## src/rtl/multicycle_sequencer.sv

```systemverilog
// Multi-cycle control sequencer: FETCH/DECODE/EXECUTE/MEM/WRITEBACK/TRAP.
// Optional perf counters under `PERF_COUNTER_EN.
module multicycle_sequencer #(
  parameter int MEM_TIMEOUT = 16,
  parameter int CNT_WIDTH   = 32
) (
  input  logic                 clk,
  input  logic                 rst_n,
  input  logic [6:0]           opcode,
  input  logic                 branch_taken,
  input  logic                 imem_ready,
  input  logic                 dmem_ack,
  output logic                 imem_req,
  output logic                 ir_write_en,
  output logic                 pc_write_en,
  output logic                 pc_src_sel,
  output logic                 dmem_read_en,
  output logic                 dmem_write_en,
  output logic                 reg_write_en,
  output logic                 trap,
`ifdef PERF_COUNTER_EN
  output logic [CNT_WIDTH-1:0] cycle_count,
  output logic [CNT_WIDTH-1:0] instr_retired,
`endif
  output logic [2:0]           state
);

  localparam int TW = $clog2(MEM_TIMEOUT + 1);

  typedef enum logic [2:0] {
    S_FETCH   = 3'd0,
    S_DECODE  = 3'd1,
    S_EXECUTE = 3'd2,
    S_MEM     = 3'd3,
    S_WB      = 3'd4,
    S_TRAP    = 3'd7
  } state_t;

  state_t        cur;
  logic [TW-1:0] wait_cnt;
  logic          lw_q;
  logic          sw_q;
  logic          br_q;

  logic is_lw;
  logic is_sw;
  logic is_br;
  logic legal;
  logic timeout;
  logic retire;

  always_comb begin
    is_lw = 1'b0;
    is_sw = 1'b0;
    is_br = 1'b0;
    legal = 1'b1;
    unique case (1'b1)
      (opcode == 7'b0110011): ;
      (opcode == 7'b0010011): ;
      (opcode == 7'b0000011): is_lw = 1'b1;
      (opcode == 7'b0100011): is_sw = 1'b1;
      (opcode == 7'b1100011): is_br = 1'b1;
      default:                legal = 1'b0;
    endcase
  end

  assign timeout = (wait_cnt == TW'(MEM_TIMEOUT - 1));

  // Wait counter clears on every transition; only waiting states hold it.
  always_ff @(posedge clk or negedge rst_n) begin
    if (!rst_n) begin
      cur      <= S_FETCH;
      wait_cnt <= '0;
      lw_q     <= 1'b0;
      sw_q     <= 1'b0;
      br_q     <= 1'b0;
    end else begin
      wait_cnt <= '0;
      case (cur)
        S_FETCH: begin
          if (imem_ready)
            cur <= S_DECODE;
          else if (timeout)
            cur <= S_TRAP;
          else
            wait_cnt <= wait_cnt + TW'(1);
        end
        S_DECODE: begin
          lw_q <= is_lw;
          sw_q <= is_sw;
          br_q <= is_br;
          cur  <= legal ? S_EXECUTE : S_TRAP;
        end
        S_EXECUTE: begin
          if (br_q)
            cur <= S_FETCH;
          else if (lw_q || sw_q)
            cur <= S_MEM;
          else
            cur <= S_WB;
        end
        S_MEM: begin
          if (dmem_ack)
            cur <= lw_q ? S_WB : S_FETCH;
          else if (timeout)
            cur <= S_TRAP;
          else
            wait_cnt <= wait_cnt + TW'(1);
        end
        S_WB:    cur <= S_FETCH;
        S_TRAP:  cur <= S_TRAP;
        default: cur <= S_TRAP;
      endcase
    end
  end

  assign retire = (cur == S_EXECUTE && br_q)
               || (cur == S_MEM && sw_q && dmem_ack)
               || (cur == S_WB);

  // Strobes are gated by rst_n so they fall the instant reset asserts.
  assign imem_req      = rst_n && (cur == S_FETCH);
  assign ir_write_en   = imem_req && imem_ready;
  assign dmem_read_en  = rst_n && (cur == S_MEM) && lw_q;
  assign dmem_write_en = rst_n && (cur == S_MEM) && sw_q;
  assign reg_write_en  = rst_n && (cur == S_WB);
  assign pc_write_en   = rst_n && retire;
  assign pc_src_sel    = rst_n && (cur == S_EXECUTE)
                      && br_q && branch_taken;
  assign trap          = rst_n && (cur == S_TRAP);
  assign state         = cur;

`ifdef PERF_COUNTER_EN
  always_ff @(posedge clk or negedge rst_n) begin
    if (!rst_n) begin
      cycle_count   <= '0;
      instr_retired <= '0;
    end else begin
      cycle_count <= cycle_count + CNT_WIDTH'(1);
      if (retire)
        instr_retired <= instr_retired + CNT_WIDTH'(1);
    end
  end
`endif

endmodule

```

## config.mk

```make
export PLATFORM = sky130hd
export DESIGN_NAME = multicycle_sequencer
export DESIGN_NICKNAME = d
export VERILOG_FILES = /design/src/rtl/multicycle_sequencer.sv
export SDC_FILE = /design/constraint.sdc
export NUM_CORES = 1
export LEC_CHECK = 0
export CELL_PAD_IN_SITES_DETAIL_PLACEMENT = 1
export CELL_PAD_IN_SITES_GLOBAL_PLACEMENT = 1
export CORE_MARGIN = 2
export CORE_UTILIZATION = 32
export CTS_CLUSTER_SIZE = 12
export DETAILED_ROUTE_END_ITERATION = 10
export MAX_ROUTING_LAYER = met4
export PLACE_DENSITY_LB_ADDON = 0.1
export SLEW_MARGIN = 25
export SYNTH_ARGS = -nofsm -noshare
export SYNTH_HDL_FRONTEND = slang
export SYNTH_SLANG_ARGS = --single-unit
```

## constraint.sdc

```tcl
create_clock -name clk -period 1.86 [get_ports clk]
set_input_delay 0.372 -clock clk [delete_from_list [all_inputs] [get_ports clk]]
set_output_delay 0.372 -clock clk [all_outputs]
set_load 0.005 [all_outputs]
```

==> results of run 1 <==
[layout make-up]
cell class              instances  area (sq um)  share of cell area
clock buffers                   4         26.28             0.02448
inverters                       3         11.26             0.01049
multi-input cells              60         391.6              0.3648
flip-flops and latches         11         277.8              0.2587
well taps                      27         33.78             0.03147
repair buffers                 39         332.8              0.3100
[state kept, by name (all words and copies together) (netlist names)]
register  cells
lw_q          1
sw_q          1
state         3
wait_cnt      5
br_q          1
[through the flow]
step	setup slack [ns]	instance area [sq um]	TNS, ns	instances	hold WS (ns)
after floorplan	0.3827	688.2	0	78	0.07641
after global placement	-0.4587	979.7	-2.745	132	0.4534
after detailed placement	-0.4458	979.7	-2.765	132	0.4970
after CTS	0.0002853	1051	0	142	0.2710
after global routing	0.02361	1074	0	144	0.3002
final	0.07121	1074	0	144	0.2730
[cells in the mapped netlist (2+ instances only)]
library cell	number	area [sq um]
nand2_1	8	30.03
buf_6	2	22.52
nor3_1	3	15.01
or3_1	4	25.02
inv_1	3	11.26
nor2b_1	3	18.77
a21oi_1	5	25.02
clkbuf_1	2	7.510
o211ai_1	2	15.01
xor2_1	2	17.52
a21o_1	2	15.01
nand2b_1	3	18.77
nor2_1	5	18.77
and4_1	2	17.52
or4_1	2	15.01
nand3_1	3	15.01
dfrtp_1	11	275.3
and3_1	3	18.77
[what timing repair did]
item                                    CTS  global route
pin swaps                                 2             0
resized for setup                        23             5
setup buffers                             6             2
endpoints found under the setup margin    8             3
gates cloned                              0             0
[critical path, stage by stage, from the launching register on]
cell	delay (ns)
dfrtp_1	0.38
buf_4	0.13
buf_4	0.14
nor2_2	0.10
and3_1	0.16
dlygate4sd2_1	0.23
[metal layers]
metal / wire length (microns) / track usage / part of all wire / vias to the layer above
met4: 36 / 0.08108 / 0.017 / 0
li1: - / - / - / 357
met5: 0 / - / 0 / -
met1: 870 / 0.2112 / 0.41 / 367
met2: 1148 / 0.3443 / 0.54 / 18
met3: 77 / 0.02976 / 0.036 / 4
[where the power goes]
part	switching (mW)	total, mW	internal [mW]	leakage (nW)
clock network	0.0880	0.171	0.0831	0.0150
registers	0.000140	0.239	0.239	0.127
logic	0.0193	0.0509	0.0316	0.382
total	0.107	0.461	0.354	0.523
[cell families (layout without fill, tap and decap cells)]
group | Yosys count | in the layout | synth area share
adder cells (fa/ha/maj) | 1 | 1 | 0.01818
AO/OA/AOI/OAI | 13 | 13 | 0.1218
XOR/XNOR | 2 | 2 | 0.02546
flip-flops | 11 | 11 | 0.4000
buffers and inverters | 7 | 46 | 0.06000
AND/OR/NAND/NOR | 43 | 43 | 0.3600
multiplexers | 1 | 1 | 0.01455
[worst min path at each step]
stage                               start                    end  slack, ns
CTS                                 rst_n  wait_cnt[4]$_DFF_PN0_       0.27
global placement    wait_cnt[0]$_DFF_PN0_  wait_cnt[0]$_DFF_PN0_       0.45
floorplan                           rst_n       br_q$_DFFE_PN0P_       0.08
finish                              rst_n     state[1]$_DFF_PN0_       0.27
detailed placement  wait_cnt[0]$_DFF_PN0_  wait_cnt[0]$_DFF_PN0_       0.50
global route                        rst_n  wait_cnt[2]$_DFF_PN0_       0.30
[placed cells by master, fill, tap and decap left out, types with 4 or more instances in the layout]
master / count
buf_4: 15
dfrtp_1: 9
or3_1: 4
nor2_1: 4
nand2_1: 8
clkdlybuf4s50_1: 13
a21oi_1: 5
dlygate4sd2_1: 6
==> results.py, run 1 <==
metrics = {
    "outcome": {
        "run_status": "finished, final reports clean",
    },
    "timing": {
        "drv_slew": 0,
        "rsz0062_at_grt": "false",
        "fin_worst_skew_ns": 0.002947,
        "finalSetupViolCount": 0,
        "slew_headroom": 0.8170,
        "finalCritPeriodShare": 0.9617,
        "fmax_ghz": 0.5590,
        "finalHoldViolations": 0,
        "worst_pin_slew_ns": 0.2720,
        "min_period_ns": 1.789,
    },
    "clock_network": {
        "cts.clk_slew.worst_paths_ns": 0.08,
        "cts_tree": "built",
        "cts_sinks": 11,
        "clock_latency_ns": 0.27,
        "htreeDepth": 1,
        "cts_hold_buf": 0,
        "cts.path.max_buffers": 2,
        "cts-buffers-inserted": 3,
        "root_buffer": "clkbuf_4",
    },
    "placed_design": {
        "dpl.hpwl_mm": 1.565,
        "place.gp.congestion": 0.7976,
        "io_buffers": 22,
    },
    "yosys": {
        "synth_edf_count": 0,
        "synth-main-ff-cell": "dfrtp_1",
        "ys_types": 31,
        "synth_seq_area_share": 0.4000,
        "avgSynthCellArea_sq_um": 8.823,
        "yosys_warnings": 0,
        "syn_inst": 78,
        "syn_nets": 91,
        "ys_ff_latch": 11,
        "synth-async-reset-ratio": 1.000,
        "netlist_area_sq_um": 688.2,
    },
    "worst_setup_path": {
        "crit_end": "ir_write_en",
        "cp_max_fo": 5,
        "r2r_slack_ns": 0.25,
        "start_kind": "flop",
        "r2r-start": "state[1]$_DFF_PN0_",
        "setup.worst_path.start": "state[1]$_DFF_PN0_",
        "endpoint_kind": "primary output",
        "r2r-end": "wait_cnt[0]$_DFF_PN0_",
        "ff2ff_path_depth": 6,
        "crit_required_ns": 1.49,
        "crit_type": "flop to primary output",
        "worst_ep_arrival_time_ns": 1.42,
    },
    "power_and_ir_drop": {
        "power_density_nw_per_um2": 429.5,
        "power_mw": 0.4611,
        "ir_drop_mv": 0.2716,
        "p_leak_nw": 0.5235,
    },
    "floorplan": {
        "fp.dieH_microns": 50.38,
        "ios": 23,
        "dieArea_sq_um": 2538,
        "die_w_microns": 50.38,
        "start_util": 0.3437,
        "core-area_sq_um": 2002,
        "row_count": 16,
    },
    "grt": {
        "grt_start_max_net_pins": 12,
        "grt_pass1_wl_mm": 3.491,
        "grt_pass1_vias": 743,
        "antenna_found_initial": 0,
        "grt_use_total": 0.1924,
        "overflow": 0,
    },
    "routing": {
        "firstDrtPassIters": 3,
        "drt_iter0_drc": 5,
        "vias_per_cell": 5.181,
        "drtAntennaViolNets": 0,
        "route.detailed.drc": 0,
        "wirelength_mm": 2.132,
        "dr_total_vias": 746,
        "routedWlPerCell_microns": 14.81,
    },
    "cells_and_area": {
        "final_core_util": 0.5363,
        "fillerInstances": 242,
        "final_nets": 131,
        "synthToLayoutAreaGrowth_pct": 56.00,
        "antenna_cells": 0,
        "drive_gt1_frac": 0.2650,
    },
    "min_path": {
        "min_path_type": "input pin to async pin",
    },
    "run": {
        "drv_cap": 0,
    },
}
No activity file was read; power rests on OpenSTA's default activity.
==> run 2: changes to the inputs <==
--- a/config.mk
+++ b/config.mk
@@ -8,9 +8,10 @@
 export CELL_PAD_IN_SITES_DETAIL_PLACEMENT = 1
 export CELL_PAD_IN_SITES_GLOBAL_PLACEMENT = 1
 export CORE_MARGIN = 2
-export CORE_UTILIZATION = 32
+export CORE_UTILIZATION = 43
 export CTS_CLUSTER_SIZE = 12
 export DETAILED_ROUTE_END_ITERATION = 10
+export DONT_BUFFER_PORTS = 1
 export MAX_ROUTING_LAYER = met4
 export PLACE_DENSITY_LB_ADDON = 0.1
 export SLEW_MARGIN = 25
==> results.py, run 2 (synthesized netlist as in run 1, its figures left out) <==
metrics = {
    "grt": {
        "grt_start_max_net_pins": 14,
        "grt_use_total": 0.1925,
        "grt_pass1_wl_mm": 2.642,
        "overflow": 0,
        "antenna_found_initial": 0,
        "grt_pass1_vias": 571,
    },
    "timing": {
        "fmax_ghz": 0.5679,
        "slew_headroom": 0.6411,
        "fin_worst_skew_ns": 0.002911,
        "finalCritPeriodShare": 0.9466,
        "setup_slack_ns": 0.09928,
        "min_period_ns": 1.761,
        "finalHoldViolations": 0,
        "rsz0062_at_grt": "false",
        "fin_tns_setup_ns": 0,
        "finalSetupViolCount": 0,
        "worst_pin_slew_ns": 0.5366,
        "drv_slew": 0,
    },
    "placed_design": {
        "dpl.hpwl_mm": 1.182,
        "place_worst_setup_slack_ns": 0.2616,
        "io_buffers": 0,
        "placedCellCount": 90,
        "place.gp.congestion": 0.7389,
    },
    "cells_and_area": {
        "drive_gt1_frac": 0.07595,
        "synthToLayoutAreaGrowth_pct": 4.364,
        "final_common_cell": "dfrtp_1",
        "final_nets": 93,
        "layout_common_cells": "dfrtp_1, nand2_1, nor2_1, a21oi_1, or3_1",
        "antenna_cells": 0,
        "stdcell_count": 95,
        "largest_reg_flops": 5,
        "fillerInstances": 192,
        "largest_register": "wait_cnt",
    },
    "floorplan": {
        "start_util": 0.4568,
        "core-area_sq_um": 1506,
        "die_w_microns": 44.01,
        "row_count": 14,
        "fp.dieH_microns": 44.01,
        "ios": 23,
        "dieArea_sq_um": 1936,
    },
    "outcome": {
        "run_status": "finished, final reports clean",
    },
    "routing": {
        "drt_iter0_drc": 12,
        "wirelength_mm": 1.574,
        "vias_per_cell": 6.074,
        "route.detailed.drc": 0,
        "dr_total_vias": 577,
        "firstDrtPassIters": 4,
        "drtAntennaViolNets": 0,
        "routedWlPerCell_microns": 16.57,
    },
    "clock_network": {
        "root_buffer": "clkbuf_4",
        "cts-buffers-inserted": 3,
        "post-cts-setup-buffer-count": 0,
        "cts_tree": "built",
        "htreeDepth": 1,
        "cts.clk_slew.worst_paths_ns": 0.07,
        "cts_sinks": 11,
        "clock_latency_ns": 0.26,
        "cts.path.max_buffers": 2,
    },
    "min_path": {
        "min_path_type": "input pin to flop",
    },
    "worst_setup_path": {
        "crit_type": "flop to primary output",
        "start_kind": "flop",
        "crit_chain": "nor2b_1 -> and4_1 -> a21o_1",
        "endpoint_kind": "primary output",
        "worst_ep_arrival_time_ns": 1.39,
        "crit_required_ns": 1.49,
        "cp_max_fo": 12,
        "max_stage_delay_ns": 0.51,
        "cp_slowest_cell": "dfrtp_1",
    },
    "power_and_ir_drop": {
        "p_leak_nw": 0.3289,
        "ir_drop_mv": 0.4046,
        "power_density_nw_per_um2": 580.4,
    },
    "run": {
        "drv_cap": 0,
    },
}
[run 2: cell types whose count changed in the layout (fill, tap and decap cells not counted), moves of 2 or more]
cell             change
buf_4               -15
clkdlybuf4s50_1     -13
buf_6                -2
buf_2                -3
dlygate4sd2_1        -6
[run 2: final cells by class]
class	count	area, sq um	share of cell area
multi-input cells	60	374.1	0.5209
flip-flops and latches	11	276.5	0.3850
clock buffers	4	26.28	0.03659
well taps	16	20.02	0.02787
inverters	3	11.26	0.01568
repair buffers	1	10.01	0.01394
[run 2: path summary, 6_finish.rpt]
check | slack (ns) | endpoint | cells past startpoint | start
max in group asynchronous | 0.95 | state[1]$_DFF_PN0_ | 1 | rst_n
hold reg to reg | 0.47 | wait_cnt[0]$_DFF_PN0_ | 1 | wait_cnt[0]$_DFF_PN0_
setup / recovery | 0.1 | pc_write_en | 3 | state[2]$_DFF_PN0_
min in group asynchronous | 0.52 | br_q$_DFFE_PN0P_ | 1 | rst_n
hold / removal | 0.26 | br_q$_DFFE_PN0P_ | 2 | opcode[6]
setup reg to reg | 0.26 | br_q$_DFFE_PN0P_ | 3 | state[0]$_DFF_PN0_
[run 2: through the flow]
stage / utilization / hold slack [ns] / area (sq um) / total power, mW
global route: 0.4767 / 0.2605 / 718.2 / 0.4406
CTS: 0.4751 / 0.2630 / 715.7 / 0.4259
detailed placement: 0.4502 / 0.07664 / 678.2 / 0.2541
finish: 0.4767 / 0.2624 / 718.2 / 0.4169
floorplan: - / 0.07641 / 688.2 / 0.2527
global placement: 0.4502 / 0.07669 / 678.2 / 0.2537
[run 2: worst max-delay path, delay by kind of cell (launching register included)]
family           cells  cell delay, ns
AND/OR/NAND/NOR      2            0.48
AO/OA/AOI/OAI        1            0.14
flip-flops           1            0.51
[run 2: metal layers]
layer	up-vias	global-route usage	wire length [microns]
met5	-	-	0
met4	0	0.03636	0
met3	0	0.03750	69
met2	15	0.3206	764
met1	282	0.2435	740
li1	280	-	-
[run 2: repair_timing]
action,in CTS,in global routing
endpoints found under the hold margin,11,0
resized for setup,1,1
endpoints found under the setup margin,1,1
hold buffers,1,0
[run 2: report_power, final]
part	total [mW]	switching, mW	internal [mW]
registers	0.239	0.000133	0.239
logic	0.0162	0.00972	0.00643
clock network	0.161	0.0786	0.0829
total	0.417	0.0885	0.328
==> run 3: changes to the inputs <==
--- a/config.mk
+++ b/config.mk
@@ -8,7 +8,8 @@
 export CELL_PAD_IN_SITES_DETAIL_PLACEMENT = 1
 export CELL_PAD_IN_SITES_GLOBAL_PLACEMENT = 1
 export CORE_MARGIN = 2
-export CORE_UTILIZATION = 43
+export CORE_UTILIZATION = 46
+export CTS_BUF_LIST = sky130_fd_sc_hd__clkbuf_8
 export CTS_CLUSTER_SIZE = 12
 export DETAILED_ROUTE_END_ITERATION = 10
 export DONT_BUFFER_PORTS = 1
==> results.py, run 3 (synthesized netlist as in run 1, its figures left out) <==
metrics = {
    "outcome": {
        "run_status": "finished, final reports clean",
    },
    "timing": {
        "rsz0062_at_grt": "false",
        "slew_headroom": 0.6557,
        "fin_worst_skew_ns": 0.004033,
        "finalCritPeriodShare": 0.9360,
        "drv_slew": 0,
        "finalSetupViolCount": 0,
        "fmax_ghz": 0.5744,
        "min_period_ns": 1.741,
        "fin_tns_setup_ns": 0,
        "worst_pin_slew_ns": 0.5148,
        "finalHoldViolations": 0,
    },
    "power_and_ir_drop": {
        "power_mw": 0.4970,
        "p_leak_nw": 0.3409,
        "ir_drop_mv": 0.4618,
        "power_density_nw_per_um2": 675.5,
    },
    "placed_design": {
        "dpl.hpwl_mm": 1.256,
        "place.gp.congestion": 0.7333,
        "placedCellCount": 89,
        "io_buffers": 0,
    },
    "worst_setup_path": {
        "path_buf_inv": 0,
        "crit_type": "flop to primary output",
        "crit_required_ns": 1.49,
        "path_depth": 3,
        "endpoint_kind": "primary output",
        "crit_family": "flip-flops",
        "max_stage_delay_ns": 0.57,
        "start_kind": "flop",
        "crit_chain": "nor2b_1 -> and4_1 -> a21o_1",
        "ff2ff_path_depth": 3,
        "cp_slowest_cell": "dfrtp_1",
        "cp_max_fo": 12,
        "worst_ep_arrival_time_ns": 1.37,
    },
    "grt": {
        "antenna_found_initial": 0,
        "overflow": 0,
        "grt_pass1_vias": 634,
        "grt_pass1_wl_mm": 2.808,
        "grt_use_total": 0.2170,
        "grt_start_max_net_pins": 14,
    },
    "floorplan": {
        "core-area_sq_um": 1350,
        "start_util": 0.5097,
        "row_count": 13,
        "fp.dieH_microns": 42.68,
        "dieArea_sq_um": 1822,
        "ios": 23,
        "die_w_microns": 42.68,
    },
    "cells_and_area": {
        "multi_input_area_sq_um": 374.1,
        "largest_register": "wait_cnt",
        "final_core_util": 0.5449,
        "synthToLayoutAreaGrowth_pct": 6.909,
        "final_common_cell": "dfrtp_1",
        "fillerInstances": 162,
        "drive_gt1_frac": 0.07595,
        "regArea_sq_um": 276.5,
        "antenna_cells": 0,
        "layout_common_cells": "dfrtp_1, nand2_1, nor2_1, a21oi_1",
        "stdcell_count": 94,
        "final_nets": 93,
        "largest_reg_flops": 5,
    },
    "routing": {
        "route.detailed.drc": 0,
        "drtAntennaViolNets": 0,
        "dr_total_vias": 593,
        "wirelength_mm": 1.697,
        "routedWlPerCell_microns": 18.05,
        "drt_iter0_drc": 4,
        "firstDrtPassIters": 4,
        "vias_per_cell": 6.309,
    },
    "clock_network": {
        "cts-buffers-inserted": 3,
        "root_buffer": "clkbuf_8",
        "cts_tree": "built",
        "post-cts-setup-buffer-count": 0,
        "htreeDepth": 1,
        "cts.path.max_buffers": 2,
        "cts.clk_slew.worst_paths_ns": 0.05,
        "cts_sinks": 11,
        "clock_latency_ns": 0.24,
    },
    "run": {
        "drv_cap": 0,
    },
    "min_path": {
        "min_path_type": "input pin to flop",
        "whs_path_depth": 2,
    },
}
-- run 3: cell types whose count changed in the layout (fill, tap and decap cells not counted) --
cell and delta:
clkbuf_1 -1, clkbuf_4 -3, clkbuf_8 +3, inv_1 +1
-- run 3: where the power goes --
group          leakage [nW]  internal (mW)  switching, mW  total (mW)
clock network        0.0269          0.145         0.0952       0.241
registers             0.127          0.240       0.000157       0.240
logic                 0.187        0.00644         0.0101      0.0166
total                 0.341          0.392          0.105       0.497
-- run 3: routing by layer --
metal | GRT usage | vias to the layer above | wire, microns
li1 | - | 285 | -
met3 | 0.04255 | 2 | 109
met5 | - | - | 0
met1 | 0.2608 | 282 | 751
met4 | 0.05625 | 0 | 14
met2 | 0.3697 | 24 | 821
-- run 3: path summary, 6_finish.rpt --
path | from | end | slack (ns)
worst min-delay path | imem_ready | state[1]$_DFF_PN0_ | 0.31
max in group asynchronous | rst_n | state[1]$_DFF_PN0_ | 0.94
worst min register to register | wait_cnt[0]$_DFF_PN0_ | wait_cnt[0]$_DFF_PN0_ | 0.49
min in group asynchronous | rst_n | sw_q$_DFFE_PN0P_ | 0.54
worst max register to register | state[0]$_DFF_PN0_ | br_q$_DFFE_PN0P_ | 0.22
worst max-delay path | state[2]$_DFF_PN0_ | pc_write_en | 0.12
-- run 3: through the flow --
| step | hold WS [ns] | worst slack [ns] | cell area [sq um] |
|---|---|---|---|
| 2_1_floorplan | 0.07641 | 0.3827 | 688.2 |
| 3_3_place_gp | 0.07666 | 0.3346 | 676.9 |
| 3_5_place_dp | 0.07658 | 0.2999 | 676.9 |
| 4_1_cts | 0.3071 | 0.03184 | 732.0 |
| 5_1_grt | 0.3172 | 0.002566 | 735.7 |
| 6_report | 0.3108 | 0.1191 | 735.7 |
-- run 3: final cells by class --
type	count	area share
Clock buffer	3	0.05612
Inverter	3	0.01531
Timing Repair Buffer	1	0.01361
Multi-Input combinational cell	60	0.5085
Sequential cell	11	0.3758
Tap cell	15	0.02551
Clock inverter	1	0.005102
-- run 3: timing repair --
action | 4_1_cts | 5_1_grt
endpoints found under the setup margin | 0 | 2
resized for setup | 0 | 2
hold buffers | 1 | 0
hold endpoints to repair | 11 | 0
